===== src/rtl/alu_pkg.sv =====
// Shared definitions for the seq_acc_alu accumulator ALU: opcode encodings,
// opcode width and FSM state encoding.
package alu_pkg;

    localparam int unsigned OPW = 4;

    localparam logic [OPW-1:0] OP_NOP = 4'd0;
    localparam logic [OPW-1:0] OP_CLR = 4'd1;
    localparam logic [OPW-1:0] OP_SET = 4'd2;
    localparam logic [OPW-1:0] OP_DIV = 4'd3;
    localparam logic [OPW-1:0] OP_SUB = 4'd4;
    localparam logic [OPW-1:0] OP_SBB = 4'd5;
    localparam logic [OPW-1:0] OP_ADD = 4'd6;
    localparam logic [OPW-1:0] OP_ADC = 4'd7;
    localparam logic [OPW-1:0] OP_MUL = 4'd8;
    localparam logic [OPW-1:0] OP_AND = 4'd9;
    localparam logic [OPW-1:0] OP_OR  = 4'd10;
    localparam logic [OPW-1:0] OP_NOT = 4'd11;
    localparam logic [OPW-1:0] OP_XOR = 4'd12;

    typedef enum logic [0:0] {StIdle, StRun} alu_state_e;

endpackage


===== src/rtl/seq_muldiv_core.sv =====
// Iterative unsigned shift-add multiplier / restoring divider sharing one W+1-bit adder.
// ALU_DIVREM_EN builds the remainder output; otherwise remainder reads as zero.
module seq_muldiv_core
    import alu_pkg::*;
#(
    parameter int unsigned W = 16
) (
    input  logic           clk,
    input  logic           rstb,
    input  logic           start,
    input  logic           is_div,
    input  logic [W-1:0]   a,
    input  logic [W-1:0]   b,
    output logic           done,
    output logic [2*W-1:0] prod_quo,
    output logic [W-1:0]   remainder
);

    localparam int unsigned CW = $clog2(W + 1);

    logic [CW-1:0] cnt_q, cnt_d;
    logic          div_q, div_d;
    logic [W-1:0]  b_q, b_d;
    logic [W-1:0]  hi_q, hi_d;
    logic [W-1:0]  lo_q, lo_d;

    logic [W:0]    add_x, add_y;
    logic          add_ci;
    logic [W+1:0]  add_sum;
    logic          cout;
    logic [W-1:0]  hi_n, lo_n;

    // hi holds partial product / partial remainder; lo holds multiplier / quotient bits.
    always_comb begin
        if (div_q) begin
            add_x  = {hi_q, lo_q[W-1]};
            add_y  = ~{1'b0, b_q};
            add_ci = 1'b1;
        end else begin
            add_x  = {1'b0, hi_q};
            add_y  = lo_q[0] ? {1'b0, b_q} : '0;
            add_ci = 1'b0;
        end
        add_sum = {1'b0, add_x} + {1'b0, add_y} + {{(W + 1){1'b0}}, add_ci};
        cout    = add_sum[W+1];
        if (div_q) begin
            hi_n = cout ? add_sum[W-1:0] : add_x[W-1:0];
            lo_n = {lo_q[W-2:0], cout};
        end else begin
            hi_n = add_sum[W:1];
            lo_n = {add_sum[0], lo_q[W-1:1]};
        end
    end

    always_comb begin
        cnt_d = cnt_q;
        div_d = div_q;
        b_d   = b_q;
        hi_d  = hi_q;
        lo_d  = lo_q;
        if (start) begin
            cnt_d = CW'(W);
            div_d = is_div;
            b_d   = b;
            hi_d  = '0;
            lo_d  = a;
        end else if (cnt_q != '0) begin
            cnt_d = cnt_q - CW'(1);
            hi_d  = hi_n;
            lo_d  = lo_n;
        end
    end

    always_ff @(posedge clk or negedge rstb) begin
        if (!rstb) begin
            cnt_q <= '0;
            div_q <= 1'b0;
            b_q   <= '0;
            hi_q  <= '0;
            lo_q  <= '0;
        end else begin
            cnt_q <= cnt_d;
            div_q <= div_d;
            b_q   <= b_d;
            hi_q  <= hi_d;
            lo_q  <= lo_d;
        end
    end

    // Results are the outcome of the final step, written by the top on the same edge.
    assign done     = (cnt_q == CW'(1));
    assign prod_quo = div_q ? {{W{1'b0}}, lo_n} : {hi_n, lo_n};

`ifdef ALU_DIVREM_EN
    assign remainder = hi_n;
`else
    assign remainder = '0;
`endif

endmodule


===== src/rtl/seq_acc_alu.sv =====
// Accumulator ALU top: 2W-bit accumulator, flags, valid/ready handshake and single-cycle ops.
// ALU_DIVREM_EN places the DIV remainder into the accumulator upper half.
module seq_acc_alu
    import alu_pkg::*;
#(
    parameter int unsigned W = 16
) (
    input  logic           clk,
    input  logic           rstb,
    input  logic           op_valid,
    output logic           op_ready,
    input  logic [OPW-1:0] opcode,
    input  logic [W-1:0]   dp_input,
    output logic [2*W-1:0] dp_output,
    output logic           busy,
    output logic           carry_flag,
    output logic           zero_flag,
    output logic           dz_flag
);

    alu_state_e     state_q, state_d;
    logic [2*W-1:0] acc_q, acc_d;
    logic           carry_q, carry_d;
    logic           zero_q, zero_d;
    logic           dz_q, dz_d;
    logic           div_q, div_d;
    logic           bz_q, bz_d;

    logic           accept, start, wr_acc;
    logic [W-1:0]   a_op;
    logic [W:0]     add_res, sub_res;
    logic           md_done;
    logic [2*W-1:0] md_prod_quo;
    logic [W-1:0]   md_rem;

    assign accept = op_valid && op_ready;
    assign start  = accept && ((opcode == OP_MUL) || (opcode == OP_DIV));
    assign a_op   = acc_q[W-1:0];

    seq_muldiv_core #(
        .W (W)
    ) u_muldiv (
        .clk       (clk),
        .rstb      (rstb),
        .start     (start),
        .is_div    (opcode == OP_DIV),
        .a         (a_op),
        .b         (dp_input),
        .done      (md_done),
        .prod_quo  (md_prod_quo),
        .remainder (md_rem)
    );

    always_ff @(posedge clk or negedge rstb) begin
        if (!rstb) begin
            state_q <= StIdle;
        end else begin
            state_q <= state_d;
        end
    end

    always_comb begin
        state_d = state_q;
        case (state_q)
            StIdle:  if (start) state_d = StRun;
            StRun:   if (md_done) state_d = StIdle;
            default: state_d = StIdle;
        endcase
    end

    always_comb begin
        op_ready = (state_q == StIdle);
        busy     = !op_ready;
    end

    always_comb begin
        add_res = {1'b0, a_op} + {1'b0, dp_input}
                + {{W{1'b0}}, (opcode == OP_ADC) & carry_q};
        sub_res = {1'b0, a_op} - {1'b0, dp_input}
                - {{W{1'b0}}, (opcode == OP_SBB) & carry_q};
        acc_d   = acc_q;
        carry_d = carry_q;
        zero_d  = zero_q;
        dz_d    = dz_q;
        div_d   = div_q;
        bz_d    = bz_q;
        wr_acc  = 1'b0;
        if (accept) begin
            case (opcode)
                OP_CLR: begin acc_d = '0; wr_acc = 1'b1; end
                OP_SET: begin acc_d = '1; wr_acc = 1'b1; end
                OP_SUB, OP_SBB: begin
                    acc_d   = {{W{1'b0}}, sub_res[W-1:0]};
                    carry_d = sub_res[W];
                    wr_acc  = 1'b1;
                end
                OP_ADD, OP_ADC: begin
                    acc_d   = {{W{1'b0}}, add_res[W-1:0]};
                    carry_d = add_res[W];
                    wr_acc  = 1'b1;
                end
                OP_AND: begin acc_d = {{W{1'b0}}, a_op & dp_input}; wr_acc = 1'b1; end
                OP_OR:  begin acc_d = {{W{1'b0}}, a_op | dp_input}; wr_acc = 1'b1; end
                OP_XOR: begin acc_d = {{W{1'b0}}, a_op ^ dp_input}; wr_acc = 1'b1; end
                OP_NOT: begin acc_d = {{W{1'b0}}, ~dp_input}; wr_acc = 1'b1; end
                OP_MUL, OP_DIV: begin
                    div_d = (opcode == OP_DIV);
                    bz_d  = (dp_input == '0);
                end
                default: ;
            endcase
        end
        if ((state_q == StRun) && md_done) begin
            acc_d  = div_q ? {md_rem, md_prod_quo[W-1:0]} : md_prod_quo;
            dz_d   = div_q ? bz_q : dz_q;
            wr_acc = 1'b1;
        end
        if (wr_acc) begin
            zero_d = (acc_d == '0);
        end
    end

    always_ff @(posedge clk or negedge rstb) begin
        if (!rstb) begin
            acc_q   <= '0;
            carry_q <= 1'b0;
            zero_q  <= 1'b0;
            dz_q    <= 1'b0;
            div_q   <= 1'b0;
            bz_q    <= 1'b0;
        end else begin
            acc_q   <= acc_d;
            carry_q <= carry_d;
            zero_q  <= zero_d;
            dz_q    <= dz_d;
            div_q   <= div_d;
            bz_q    <= bz_d;
        end
    end

    assign dp_output  = acc_q;
    assign carry_flag = carry_q;
    assign zero_flag  = zero_q;
    assign dz_flag    = dz_q;

endmodule


===== config.mk =====
export PLATFORM = sky130hd
export DESIGN_NAME = seq_acc_alu
export DESIGN_NICKNAME = d
export VERILOG_FILES = /design/src/rtl/alu_pkg.sv /design/src/rtl/seq_muldiv_core.sv /design/src/rtl/seq_acc_alu.sv
export SDC_FILE = /design/constraint.sdc
export NUM_CORES = 1
export LEC_CHECK = 0
export ABC_AREA = 1
export CAP_MARGIN = 10
export CORE_MARGIN = 3
export CORE_UTILIZATION = 44
export CTS_BUF_LIST = sky130_fd_sc_hd__clkbuf_16
export DETAILED_ROUTE_END_ITERATION = 7
export SLEW_MARGIN = 20
export SYNTH_ARGS = -nofsm -noshare
export SYNTH_HDL_FRONTEND = slang
export SYNTH_SLANG_ARGS = --single-unit

===== constraint.sdc =====
create_clock -name clk -period 4.2 [get_ports clk]
set_input_delay 0.84 -clock clk [delete_from_list [all_inputs] [get_ports clk]]
set_output_delay 0.84 -clock clk [all_outputs]
set_load 0.005 [all_outputs]

==> results.sh <==
export IMPL_status="completed"
export IMPL_fin_crit_sh_pct=90.2
export IMPL_num_antenna_cells=0
export IMPL_crit_type="reg2reg"
export IMPL_initial_core_util_pct=44.9
export IMPL_ys_seq_elements=91
export IMPL_power_density_nw_per_um2=928
export IMPL_core_sq_um=20300
export IMPL_io_pins=60
export IMPL_antenna_found_initial=0
export IMPL_port_buffers=59
export IMPL_tns_ns=0
export IMPL_place_gp_congestion=0.977
export IMPL_grt_overflow_total=0
export IMPL_layout_drive_gt1_share_pct=5.73
export IMPL_root_buffer="clkbuf_16"
export IMPL_final_common_cell="nand2_1"
export IMPL_die_h_um=150
export IMPL_nNetsFinal=1640
export IMPL_dr_first_iter_drc_count=721
export IMPL_cts_sinks=91
export IMPL_synth_top_area_share_pct=25.0
export IMPL_syn_nets=1582
export IMPL_grtUsageTotal_pct=27.2
export IMPL_synth_edf_count=0
export IMPL_fmaxAchievable_mhz=264
export IMPL_setup_viol=0
export IMPL_layout_common_cells="518 x nand2_1, 231 x inv_1, 105 x nand3_1, 91 x nor2_1, 90 x dfrtp_1"
export IMPL_final_hold_viol_count=0
export IMPL_worstMarginPinSlew_ns=0.935
export IMPL_start_kind="register"
export IMPL_drt_total_wl_mm=30.3
export IMPL_p_leak_uw=0.00567
export IMPL_yosysTopAreaCell="dfrtp_1"
export IMPL_synth_area_leaders="dfrtp_1 25%, nand2_1 21%, ha_1 11%, inv_1 9.5%, nand3_1 5.8%"
export IMPL_hp_class="reg2reg"
export IMPL_routedWlPerCell_um=16.8
export IMPL_r2r_slack_ns=0.41
export IMPL_path_cells="buf_4 > nand2_1 > o21ai_0 > inv_1 > fa_1 > fa_1 > inv_1 > nand3_1 > nand2_1 > nand2_1 > nand2_1 > nand2_1 > nand2_1 > nand3_1 > nand3b_1 > nand4_1 > nand3_1 > nor2_2 > nand3_1 > nand2_1"
export IMPL_avgSynthCellArea_sq_um=6.19
export IMPL_syn_instance_count=1472
export IMPL_crit_arrival_ns=4.04
export IMPL_drtAntennaViolNets=0
export IMPL_cp_slowest_cell="fa_1"
export IMPL_vias_per_cell=5.30
export IMPL_post_dp_hpwl_mm=23.9
export IMPL_path_buf_inv=3
export IMPL_synthArstFlopShare_pct=100
export IMPL_syn_to_final_growth_pct=13.5
export IMPL_grt_max_degree=50
export IMPL_seq_area_frac_synth_pct=25.0
export IMPL_die_w_um=150
export IMPL_grt_pass1_vias=8908
export IMPL_nFillCells=2168
export IMPL_htreeDepth=3
export IMPL_cts_setup_buffers=0
export IMPL_clockBufferDepth=2
export IMPL_grt_pass1_wl_mm=47.9
export IMPL_cp_slowest_stage_delay_ns=0.47
export IMPL_finish_utilization_pct=51.0
export IMPL_die_area_sq_um=22500
export IMPL_num_vias=9566
export IMPL_cts_buffers=9
export IMPL_cp_required_ns=4.45
export IMPL_finClkSkew_ns=0.0130
export IMPL_vdd_ir_drop_worst_mv=0.336
export IMPL_max_cap_viol_count=0
export IMPL_fin_crit_ns=3.79
export IMPL_holdBufCountCts=0
export IMPL_ys_flop_type="dfrtp_1"
export IMPL_relSlewSlack_pct=37.3
export IMPL_path_clk_slew_ns=0.08
export IMPL_clock_latency_ns=0.36
export IMPL_cp_end_kind="register"
export IMPL_synth_cell_types=45
export IMPL_dp_cells=1789
export IMPL_grt_setup_unrepaired="false"
export IMPL_post_cts_resized=0
export IMPL_rows=52
export IMPL_cp_common_cell="nand2_1"
export IMPL_worstPathMaxFanout=22
export IMPL_tritoncts="done"
export IMPL_cp_top_family="simple AND/OR/NAND/NOR gates"
export IMPL_synth_area_sq_um=9120
export IMPL_synth_warnings=0
export IMPL_fin_cells=1805
export IMPL_drt_pass1_iter_count=5
export IMPL_drc=0
export IMPL_drv_slew=0
## cell families (layout without fill, tap and decap cells)
| family | Yosys count | in the layout | synth area share, % |
|---|---|---|---|
| buffers and inverters | 284 | 347 | 12.4 |
| DFF | 91 | 91 | 25.0 |
| muxes | 1 | 1 | 0.110 |
| and+or+nand+nor | 786 | 786 | 36.0 |
| adders and majority gates | 87 | 87 | 12.4 |
| AOI/OAI and AO/OA | 220 | 220 | 13.8 |
| xor gates and xnor gates | 3 | 3 | 0.288 |
## synthesized netlist by cell type, types with 4 or more instances
cell and n:
nand2_2 11, buf_6 4, nor2_1 91, or2_2 6, o21ai_1 5, fa_1 6
nand4_1 11, nand3b_1 16, dfrtp_1 91, clkbuf_1 16, inv_1 231, o21bai_1 5
nand2_1 518, a21oi_1 76, nor2_2 8, o22ai_1 17, nor4_1 4, inv_2 11
buf_2 15, ha_1 81, nor3_1 11, o21ai_0 79, a22oi_1 9, o2111ai_1 5
nand3_1 105, o221ai_1 8, a21boi_0 7
## where the power goes
part	internal [uW]	total (uW)	switching (uW)
Clock	423	832	409
Sequential	1330	1690	366
Combinational	2540	7080	4540
Total	4290	9600	5310
## sequential cells by signal, indices dropped and copies added, names as in the netlist
register / cells
zero_flag: 1
busy: 1
carry_flag: 1
div_q: 1
dz_flag: 1
u_muldiv.hi_q: 16
bz_q: 1
u_muldiv.lo_q: 16
u_muldiv.cnt_q: 5
u_muldiv.b_q: 16
dp_output: 32
## metal layers
layer	routed length (um)	up-vias	GRT usage, %
li1	-	4807	-
met1	14700	4410	40.0
met2	13100	312	42.0
met3	1940	37	4.57
met4	534	0	5.76
met5	0	-	0
## worst reg2reg max path: stages (launching register included)
cell and delay [ns]:
dfrtp_2 0.40, buf_4 0.25, nand2_1 0.09, o21ai_0 0.16, inv_1 0.11, fa_1 0.47
fa_1 0.47, inv_1 0.12, nand3_1 0.09, nand2_1 0.13, nand2_1 0.09, nand2_1 0.10
nand2_1 0.08, nand2_1 0.11, nand3_1 0.10, nand3b_1 0.13, nand4_1 0.29, nand3_1 0.30
nor2_2 0.07, nand3_1 0.06, nand2_1 0.05
## final cells by class
cell class	instances	area, sq um	share of cell area [%]
repair buffers	88	806	7.79
multi-input cells	1097	5710	55.2
flip-flops and latches	91	2280	22.0
clock inverters	7	76.3	0.738
inverters	243	912	8.81
clock buffers	9	225	2.18
well taps	270	338	3.26
## through the flow
stage / power (uW) / worst slack [ns] / hold slack [ns] / instance area, sq um
6_report: 9600 / 0.410 / 0.514 / 10300
5_1_grt: 10700 / 0.108 / 0.546 / 10300
4_1_cts: 9530 / 0.480 / 0.511 / 10300
3_5_place_dp: 8650 / 0.195 / 0.492 / 10000
3_3_place_gp: 8630 / 0.252 / 0.477 / 10000
2_1_floorplan: 6560 / 0.819 / 0.459 / 9120
## final timing paths
check / cells past startpoint / endpoint / start
max in group asynchronous: 2 / div_q / rstb
min reg2reg: 2 / u_muldiv.b_q[8] / u_muldiv.b_q[8]
max reg2reg: 20 / zero_flag / div_q
max: 20 / zero_flag / div_q
min: 2 / u_muldiv.b_q[8] / u_muldiv.b_q[8]
min in group asynchronous: 1 / dp_output[11] / rstb
Power figures use the tool's default switching activity.
